File: config.mk
export PLATFORM = sky130hd
export DESIGN_NAME = button_conditioner
export DESIGN_NICKNAME = d
export VERILOG_FILES = /design/src/rtl/button_pkg.sv /design/src/rtl/btn_channel.sv /design/src/rtl/button_conditioner.sv
export SDC_FILE = /design/constraint.sdc
export NUM_CORES = 1
export LEC_CHECK = 0
export ABC_AREA = 1
export CORE_AREA = 4 4 74 94
export DETAILED_ROUTE_END_ITERATION = 7
export DIE_AREA = 0 0 78 98
export MAX_ROUTING_LAYER = met4
export PLACE_DENSITY_LB_ADDON = 0.25
export SYNTH_ARGS = -nofsm -noshare
export SYNTH_HDL_FRONTEND = slang
export SYNTH_SLANG_ARGS = --single-unit
File: constraint.sdc
create_clock -name clk -period 1.67 [get_ports clk]
set_input_delay 0.167 -clock clk [delete_from_list [all_inputs] [get_ports clk]]
set_output_delay 0.167 -clock clk [all_outputs]
set_load 0.01 [all_outputs]
File: src/rtl/button_pkg.sv
// Shared types, timing defaults and width helper for the pushbutton conditioner.
// The repeat-timing defaults exist only when BTN_AUTOREPEAT_EN is defined.
package button_pkg;

    typedef enum logic [1:0] {
        IDLE,
        DB_PRESS,
        HELD,
        DB_RELEASE
    } btn_state_t;

    localparam int unsigned DEF_N_BTN       = 4;
    localparam int unsigned DEF_CLK_HZ      = 100_000_000;
    localparam int unsigned DEF_DEBOUNCE_MS = 10;
`ifdef BTN_AUTOREPEAT_EN
    localparam int unsigned DEF_REPEAT_DELAY_MS = 500;
    localparam int unsigned DEF_REPEAT_RATE_MS  = 100;
`endif

    // Bits needed to hold n distinct values (0..n-1), never less than 1.
    function automatic int unsigned cnt_width(input int unsigned n);
        int unsigned w;
        w = 1;
        while ((64'd1 << w) < 64'(n)) begin
            w = w + 1;
        end
        return w;
    endfunction

endpackage

File: src/rtl/btn_channel.sv
// One pushbutton: 2-flop synchronizer, ms-tick debounce FSM and pulse outputs.
// BTN_AUTOREPEAT_EN adds hold-to-repeat pulses on cmd_pulse.
module btn_channel
    import button_pkg::*;
#(
    parameter int unsigned DEBOUNCE_MS = DEF_DEBOUNCE_MS
`ifdef BTN_AUTOREPEAT_EN
    , parameter int unsigned REPEAT_DELAY_MS = DEF_REPEAT_DELAY_MS
    , parameter int unsigned REPEAT_RATE_MS  = DEF_REPEAT_RATE_MS
`endif
) (
    input  logic clk,
    input  logic reset_st,
    input  logic raw,
    input  logic tick,
    output logic level,
    output logic press_pulse,
    output logic release_pulse,
    output logic cmd_pulse
);

    localparam int unsigned DB_W = cnt_width(DEBOUNCE_MS + 1);

    btn_state_t      state, state_n;
    logic [DB_W-1:0] db_cnt, db_cnt_n;
    logic            sync_a, sync_b;
    logic            db_done;
    logic            level_n, press_n, release_n, cmd_n;

`ifdef BTN_AUTOREPEAT_EN
    localparam int unsigned RPT_MAX = (REPEAT_DELAY_MS > REPEAT_RATE_MS) ?
                                      REPEAT_DELAY_MS : REPEAT_RATE_MS;
    localparam int unsigned RPT_W   = cnt_width(RPT_MAX + 1);

    logic [RPT_W-1:0] rpt_cnt, rpt_cnt_n, rpt_target;
    logic             rpt_armed, rpt_armed_n;
    logic             rpt_fire;

    // First repeat waits the long delay, later ones the short rate.
    assign rpt_target = rpt_armed ? RPT_W'(REPEAT_RATE_MS) : RPT_W'(REPEAT_DELAY_MS);
    assign rpt_fire   = (rpt_cnt + RPT_W'(1)) == rpt_target;
`endif

    assign db_done = (db_cnt + DB_W'(1)) == DB_W'(DEBOUNCE_MS);

    always_ff @(posedge clk or posedge reset_st) begin
        if (reset_st) begin
            sync_a <= 1'b0;
            sync_b <= 1'b0;
        end else begin
            sync_a <= raw;
            sync_b <= sync_a;
        end
    end

    always_ff @(posedge clk or posedge reset_st) begin
        if (reset_st) begin
            state         <= IDLE;
            db_cnt        <= '0;
            level         <= 1'b0;
            press_pulse   <= 1'b0;
            release_pulse <= 1'b0;
            cmd_pulse     <= 1'b0;
`ifdef BTN_AUTOREPEAT_EN
            rpt_cnt       <= '0;
            rpt_armed     <= 1'b0;
`endif
        end else begin
            state         <= state_n;
            db_cnt        <= db_cnt_n;
            level         <= level_n;
            press_pulse   <= press_n;
            release_pulse <= release_n;
            cmd_pulse     <= cmd_n;
`ifdef BTN_AUTOREPEAT_EN
            rpt_cnt       <= rpt_cnt_n;
            rpt_armed     <= rpt_armed_n;
`endif
        end
    end

    // Ticks are judged against the synced level seen this cycle, so a level
    // change that coincides with a tick wins over the count.
    always_comb begin
        state_n   = state;
        db_cnt_n  = db_cnt;
        level_n   = level;
        press_n   = 1'b0;
        release_n = 1'b0;
        cmd_n     = 1'b0;
`ifdef BTN_AUTOREPEAT_EN
        rpt_cnt_n   = rpt_cnt;
        rpt_armed_n = rpt_armed;
`endif
        case (state)
            IDLE: begin
                if (sync_b) begin
                    state_n  = DB_PRESS;
                    db_cnt_n = '0;
                end
            end
            DB_PRESS: begin
                if (!sync_b) begin
                    state_n = IDLE;
                end else if (tick) begin
                    if (db_done) begin
                        state_n  = HELD;
                        db_cnt_n = DB_W'(DEBOUNCE_MS);
                        level_n  = 1'b1;
                        press_n  = 1'b1;
                        cmd_n    = 1'b1;
`ifdef BTN_AUTOREPEAT_EN
                        rpt_cnt_n   = '0;
                        rpt_armed_n = 1'b0;
`endif
                    end else begin
                        db_cnt_n = db_cnt + DB_W'(1);
                    end
                end
            end
            HELD: begin
                if (!sync_b) begin
                    state_n  = DB_RELEASE;
                    db_cnt_n = '0;
                end
`ifdef BTN_AUTOREPEAT_EN
                else if (tick) begin
                    if (rpt_fire) begin
                        cmd_n       = 1'b1;
                        rpt_cnt_n   = '0;
                        rpt_armed_n = 1'b1;
                    end else begin
                        rpt_cnt_n = rpt_cnt + RPT_W'(1);
                    end
                end
`endif
            end
            DB_RELEASE: begin
                if (sync_b) begin
                    state_n = HELD;
                end else if (tick) begin
                    if (db_done) begin
                        state_n   = IDLE;
                        db_cnt_n  = DB_W'(DEBOUNCE_MS);
                        level_n   = 1'b0;
                        release_n = 1'b1;
                    end else begin
                        db_cnt_n = db_cnt + DB_W'(1);
                    end
                end
            end
            default: state_n = IDLE;
        endcase
    end

endmodule

File: src/rtl/button_conditioner.sv
// Front-panel pushbutton conditioner: shared 1 ms prescaler plus one debounce
// channel per button. BTN_AUTOREPEAT_EN enables hold-to-repeat on btn_cmd.
module button_conditioner
    import button_pkg::*;
#(
    parameter int unsigned N_BTN       = DEF_N_BTN,
    parameter int unsigned CLK_HZ      = DEF_CLK_HZ,
    parameter int unsigned DEBOUNCE_MS = DEF_DEBOUNCE_MS
`ifdef BTN_AUTOREPEAT_EN
    , parameter int unsigned REPEAT_DELAY_MS = DEF_REPEAT_DELAY_MS
    , parameter int unsigned REPEAT_RATE_MS  = DEF_REPEAT_RATE_MS
`endif
) (
    input  logic             clk,
    input  logic             reset_st,
    input  logic [N_BTN-1:0] btn_raw,
    output logic [N_BTN-1:0] btn_level,
    output logic [N_BTN-1:0] btn_press,
    output logic [N_BTN-1:0] btn_release,
    output logic [N_BTN-1:0] btn_cmd,
    output logic             tick_1ms
);

    localparam int unsigned PERIOD = CLK_HZ / 1000;
    localparam int unsigned PS_W   = cnt_width(PERIOD);

    logic [PS_W-1:0] ps_cnt;

    // Millisecond prescaler; tick_1ms strobes as the count wraps.
    always_ff @(posedge clk or posedge reset_st) begin
        if (reset_st) begin
            ps_cnt   <= '0;
            tick_1ms <= 1'b0;
        end else if (ps_cnt == PS_W'(PERIOD - 1)) begin
            ps_cnt   <= '0;
            tick_1ms <= 1'b1;
        end else begin
            ps_cnt   <= ps_cnt + PS_W'(1);
            tick_1ms <= 1'b0;
        end
    end

    for (genvar i = 0; i < N_BTN; i++) begin : g_ch
        btn_channel #(
            .DEBOUNCE_MS     (DEBOUNCE_MS)
`ifdef BTN_AUTOREPEAT_EN
            , .REPEAT_DELAY_MS (REPEAT_DELAY_MS)
            , .REPEAT_RATE_MS  (REPEAT_RATE_MS)
`endif
        ) u_ch (
            .clk           (clk),
            .reset_st      (reset_st),
            .raw           (btn_raw[i]),
            .tick          (tick_1ms),
            .level         (btn_level[i]),
            .press_pulse   (btn_press[i]),
            .release_pulse (btn_release[i]),
            .cmd_pulse     (btn_cmd[i])
        );
    end

endmodule

======== Word-level counts from Yosys, hierarchy flattened ========
Cells that the tools add are included.
storage, ports and cells
  memory bits (writable) .................. 0
  logic and storage cells ................. 238
  register bits ........................... 62
  bits in latches ......................... 0
  memory bits (read-only) ................. 0
  memories kept ........................... 0
operators by class
  $add $sub $neg .......................... 5
  div/mod/pow operators ................... 0
  reduce and logical (&&, ||, !) cells .... 20
  multipliers ............................. 0
  mux-type cells .......................... 118
  $lt $le $gt $ge ......................... 0
  shifts and indexed selects .............. 0
  bitwise operators ....................... 0
  equal/unequal tests ..................... 65
operators by type and width
  cell                                                    number
  2-to-1 mux 4 bit                                        24
  2-to-1 mux 2 bit                                        32
  case mux 4 bit (4 select lines)                         4
  2-to-1 mux 1 bit                                        49
  inequality test 2 x 1 -> 1 bit (second input constant)  16
  inequality test 2 bit (second input constant)           16
  case mux 2 bit (4 select lines)                         4
  AND reduction 7 bit                                     4
  inequality test 3 bit (second input constant)           8
  AND reduction 6 bit                                     4
  adder 17 x 1 -> 17 bit (second input constant)          1
  equality test 17 bit (second input constant)            1
  2-to-1 mux 17 bit                                       1
  adder 4 x 1 -> 4 bit (second input constant)            4
  equality test 2 bit (second input constant)             8
  equality test 4 bit (second input constant)             4
  AND reduction 4 bit                                     4
  inequality test 3 x 1 -> 1 bit (second input constant)  4
  inequality test 3 x 2 -> 1 bit (second input constant)  4
  equality test 2 x 1 -> 1 bit (second input constant)    4
  logical NOT 2 bit                                       4
  case mux 1 bit (2 select lines)                         4
  nonzero test 2 bit                                      4

======== Longest topological paths before layout ========
  word-level depth ........................ 6
  depth in mapped cells ................... 9

======== Modules after synthesis ========
Synthesis repeated with hierarchy kept, for this count alone.
unflattened totals
  cells, all modules ...................... 385
  area, all modules ....................... 3171.8 sq um
modules (own cells, without submodules)
  module              cells each  area each (sq um)  times used  sequential area each (sq um)
  btn_channel         60          543.0              4           275.3
  button_conditioner  145         999.7              1           450.4

======== Worst setup path before layout ========
OpenSTA, ideal clock, no wires.
  path kind ............................... register -> register
  start ................................... register g_ch[3].u_ch.db_cnt[0]
  end ..................................... register with a tool-made name
  required time ........................... 1553 ps
  cell stages (with the launch flop) ...... 7
  data arrival time ....................... 1138 ps
  period minus slack after synthesis ...... 1255 ps
  slack ................................... 415 ps
  path buffers ............................ 0
  path through ............................ dfrtp_1 -> ha_1 -> xor2_1 -> nor3_2 -> nand2_1 -> nand2_1 -> nand2_1
RTL lines
  what                      line               source
  start: declaration        btn_channel.sv:25  logic [DB_W-1:0] db_cnt, db_cnt_n;
  start signal: assignment  btn_channel.sv:70  db_cnt <= db_cnt_n;

======== Worst setup path in the final report ========
  start ................................... register tick_1ms
  end ..................................... output port tick_1ms
RTL lines
  what                      line                      source
  start: declaration        button_conditioner.sv:21  output logic tick_1ms
  start signal: assignment  button_conditioner.sv:33  tick_1ms <= 1'b0;
  start signal: assignment  button_conditioner.sv:36  tick_1ms <= 1'b1;
  start signal: assignment  button_conditioner.sv:39  tick_1ms <= 1'b0;
No word-level cell between the ends.

==> results.ini <==
[synth]
syn_area_um2 = 3150
ys_seq_area_share_pct = 49.3
avgSynthCellArea_um2 = 8.11
yosysTopAreaCell = dfrtp_1
syn_nets = 403
synth_cell_types = 27
yosysTopAreaCellShare_pct = 49.3
ys_warn_count = 0
ys_top_cells_by_area = dfrtp_1 49%, nand2_1 13%, inv_1 8.2%, nand3_1 4.6%, buf_4 4.1%
ys_ff_latch = 62
netlist_instances = 388

[detailed_routing]
postRouteAntennaNets = 0
wirelength_um = 5340
vias = 2355
drt_pass1_iterations = 4
post_drt_wl_per_cell_um = 10.8
drtIter0Drc = 116
via_per_inst = 4.78
route.detailed.drc = 0

[floorplanning]
rows = 32
start_util_pct = 52.0
coreArea_um2 = 6050
fp.dieW_um = 78
die_h_um = 98
design.die.area_um2 = 7640
io_pins = 23

[global_routing]
grt_max_degree = 51
grt_usage_pct = 16.4
grt_pass1_wl_um = 9690
overflow = 0
antenna_found_initial = 0
grt_pass1_vias = 2308

[finish]
utilization_pct = 58.5
nets = 419
layout-drive-gt1-share_pct = 6.86
n_fill_cell = 539
layout_commonest_cell = nand2_1
area_delta_synth_final_pct = 12.4
n_antenna_cell = 0
layout_common_cells = 105 x nand2_1, 68 x inv_1, 61 x dfrtp_1

[placement]
dpl_worst_slack_ns = 0.209
numPortBuffers = 22
gp_congestion = 0.888
dpl.hpwl_um = 3960

[clock_tree]
cts_root_buffer = clkbuf_8
cts_tree = yes
cts_buffer_depth = 2
clock_latency_ns = 0.34
post-cts-setup-buffers = 0
htreeDepth = 3
cts_inserted_buffers = 9
clk_pin_slew_ns = 0.06
cts-hold-fix-buffers = 0
cts.sinks = 62

[power]
p_int_mw = 2.18
p_clk_share_pct = 40.8
switching_share_pct = 22.6
p_switching_mw = 0.638
total_leakage_power_nw = 1.84
ir_worst_vdd_mv = 0.469
powerDensity_nw_per_um2 = 798
combinationalPowerShare_pct = 4.2
pwr-share-seq_pct = 55.1

[sta]
maxSlewViolCount = 0
rsz0062_at_grt = no
fin_crit_sh_pct = 91.6
slew_headroom_pct = 70.4
fmax_mhz = 654
hold_violations = 0
setup_ws_ns = 0.140
period_needed_ns = 1.53
skew_ns = 0.00508
fin_setup_tns_ns = 0
worst_pin_slew_ns = 0.444
finalSetupViolations = 0

[worst_setup_path]
start_kind = flip-flop
cp_slowest_cell = clkdlybuf4s50_1
r2r_slack_ns = 0.26
crit_fanout = 7
r2r_start = g_ch[2].u_ch.db_cnt[0]$_DFFE_PP0P_
r2r_cells = 7
cp_slowest_stage_delay_ns = 0.57
end_kind = primary output
crit_family = buffers and inverters
worstPathRequired_ns = 1.50
critPathCapture = tick_1ms
crit_cells = 1
arrival_ns = 1.36
worstPathCellList = clkdlybuf4s50_1
worst-path-buf-inv = 1
setup.worst_path.start = tick_1ms$_DFF_PP0_
crit_type = flip-flop to primary output

[run_status]
status = complete, no violations

[worst_hold_path]
min_path_type = input port to asynchronous set/reset pin

[run]
cap_violations = 0

==> flip-flops by register name (all words and copies together), names as in the netlist, named ones only <==
register / cells
tick_1ms: 1
g_ch.u_ch.press_pulse: 4
g_ch.u_ch.level: 4
g_ch.u_ch.sync_b: 4
ps_cnt: 17
g_ch.u_ch.sync_a: 4
g_ch.u_ch.release_pulse: 4
g_ch.u_ch.state: 4
g_ch.u_ch.db_cnt: 16
==> what timing repair did <==
action,4_1_cts,5_1_grt
resized for setup,0,1
hold endpoints to repair,0,0
setup endpoints to repair,0,1
==> power groups by stage <==
stage               Combinational (mW)  Clock, mW  Sequential (mW)
floorplan                       0.0860          0             1.57
global placement                 0.118          0             1.58
detailed placement               0.121          0             1.58
CTS                              0.121       1.19             1.55
global route                     0.139       1.27             1.55
finish                           0.117       1.15             1.55
==> worst reg2reg max path, stage by stage, from the launching register on <==
cell	delay (ns)
dfrtp_1	0.44
ha_1	0.23
nand2_1	0.06
nand2_1	0.10
nor2_4	0.14
nand3b_1	0.15
nand2_1	0.08
o21ai_0	0.08
==> through the flow <==
step                      power [mW]  std cells  hold WS [ns]  area, um2
final                           2.82        493         0.133       3530
after global routing            2.96        493         0.152       3530
after CTS                       2.87        493         0.124       3530
after detailed placement        1.70        478         0.338       3370
after global placement          1.70        478         0.334       3370
after floorplan                 1.66        388         0.198       3150
==> worst min path at each step <==
stage / cells past startpoint / end / slack (ns) / startpoint
6_report: 2 / ps_cnt[9]$_DFF_PP0_ / 0.13 / reset_st
5_1_grt: 2 / ps_cnt[9]$_DFF_PP0_ / 0.15 / reset_st
4_1_cts: 2 / ps_cnt[16]$_DFF_PP0_ / 0.12 / reset_st
3_5_place_dp: 0 / g_ch[2].u_ch.sync_b$_DFF_PP0_ / 0.34 / g_ch[2].u_ch.sync_a$_DFF_PP0_
3_3_place_gp: 0 / g_ch[3].u_ch.sync_b$_DFF_PP0_ / 0.33 / g_ch[3].u_ch.sync_a$_DFF_PP0_
2_1_floorplan: 0 / g_ch[0].u_ch.sync_a$_DFF_PP0_ / 0.20 / btn_raw[0]
==> cell usage after synthesis (all sizes together) <==
| library cell | n |
|---|---|
| nand2 | 107 |
| nor2 | 36 |
| o21a | 1 |
| nand3b | 2 |
| ha | 9 |
| buf | 19 |
| nand4 | 14 |
| o22ai | 3 |
| nor3 | 2 |
| inv | 69 |
| a22oi | 2 |
| or2 | 1 |
| o21ai | 14 |
| a21boi | 1 |
| xor2 | 7 |
| nand3 | 31 |
| and3 | 1 |
| xnor2 | 3 |
| dfrtp | 62 |
| and2 | 1 |
| a21oi | 3 |
==> final cells by class <==
class                      instances  area (um2)  share of cell area, %
clock buffer                      14         163                   4.60
clock inverter                     1        5.00                  0.142
inverter                          69         263                   7.43
multi-input combinational        238        1200                   33.9
sequential                        62        1550                   43.9
tap                               85         106                   3.01
timing repair buffer              24         248                   7.01
==> per-layer routing <==
layer  vias to the layer above  wire (um)  GRT usage, %
met5                         -          0             -
met4                         0        132          8.21
met3                        13        188          4.80
met2                        29       2660          26.6
met1                      1094       2360          18.5
li1                       1219          -             -
==> cell families after synthesis <==
kind of cell | count (synthesis) | share of synthesized area, %
adders and majority gates | 9 | 3.58
AOI/OAI and AO/OA | 24 | 4.26
xor gates and xnor gates | 10 | 2.78
DFF | 62 | 49.3
buffers and inverters | 88 | 12.6
and+or+nand+nor | 195 | 27.4
Power figures use the tool's default switching activity.
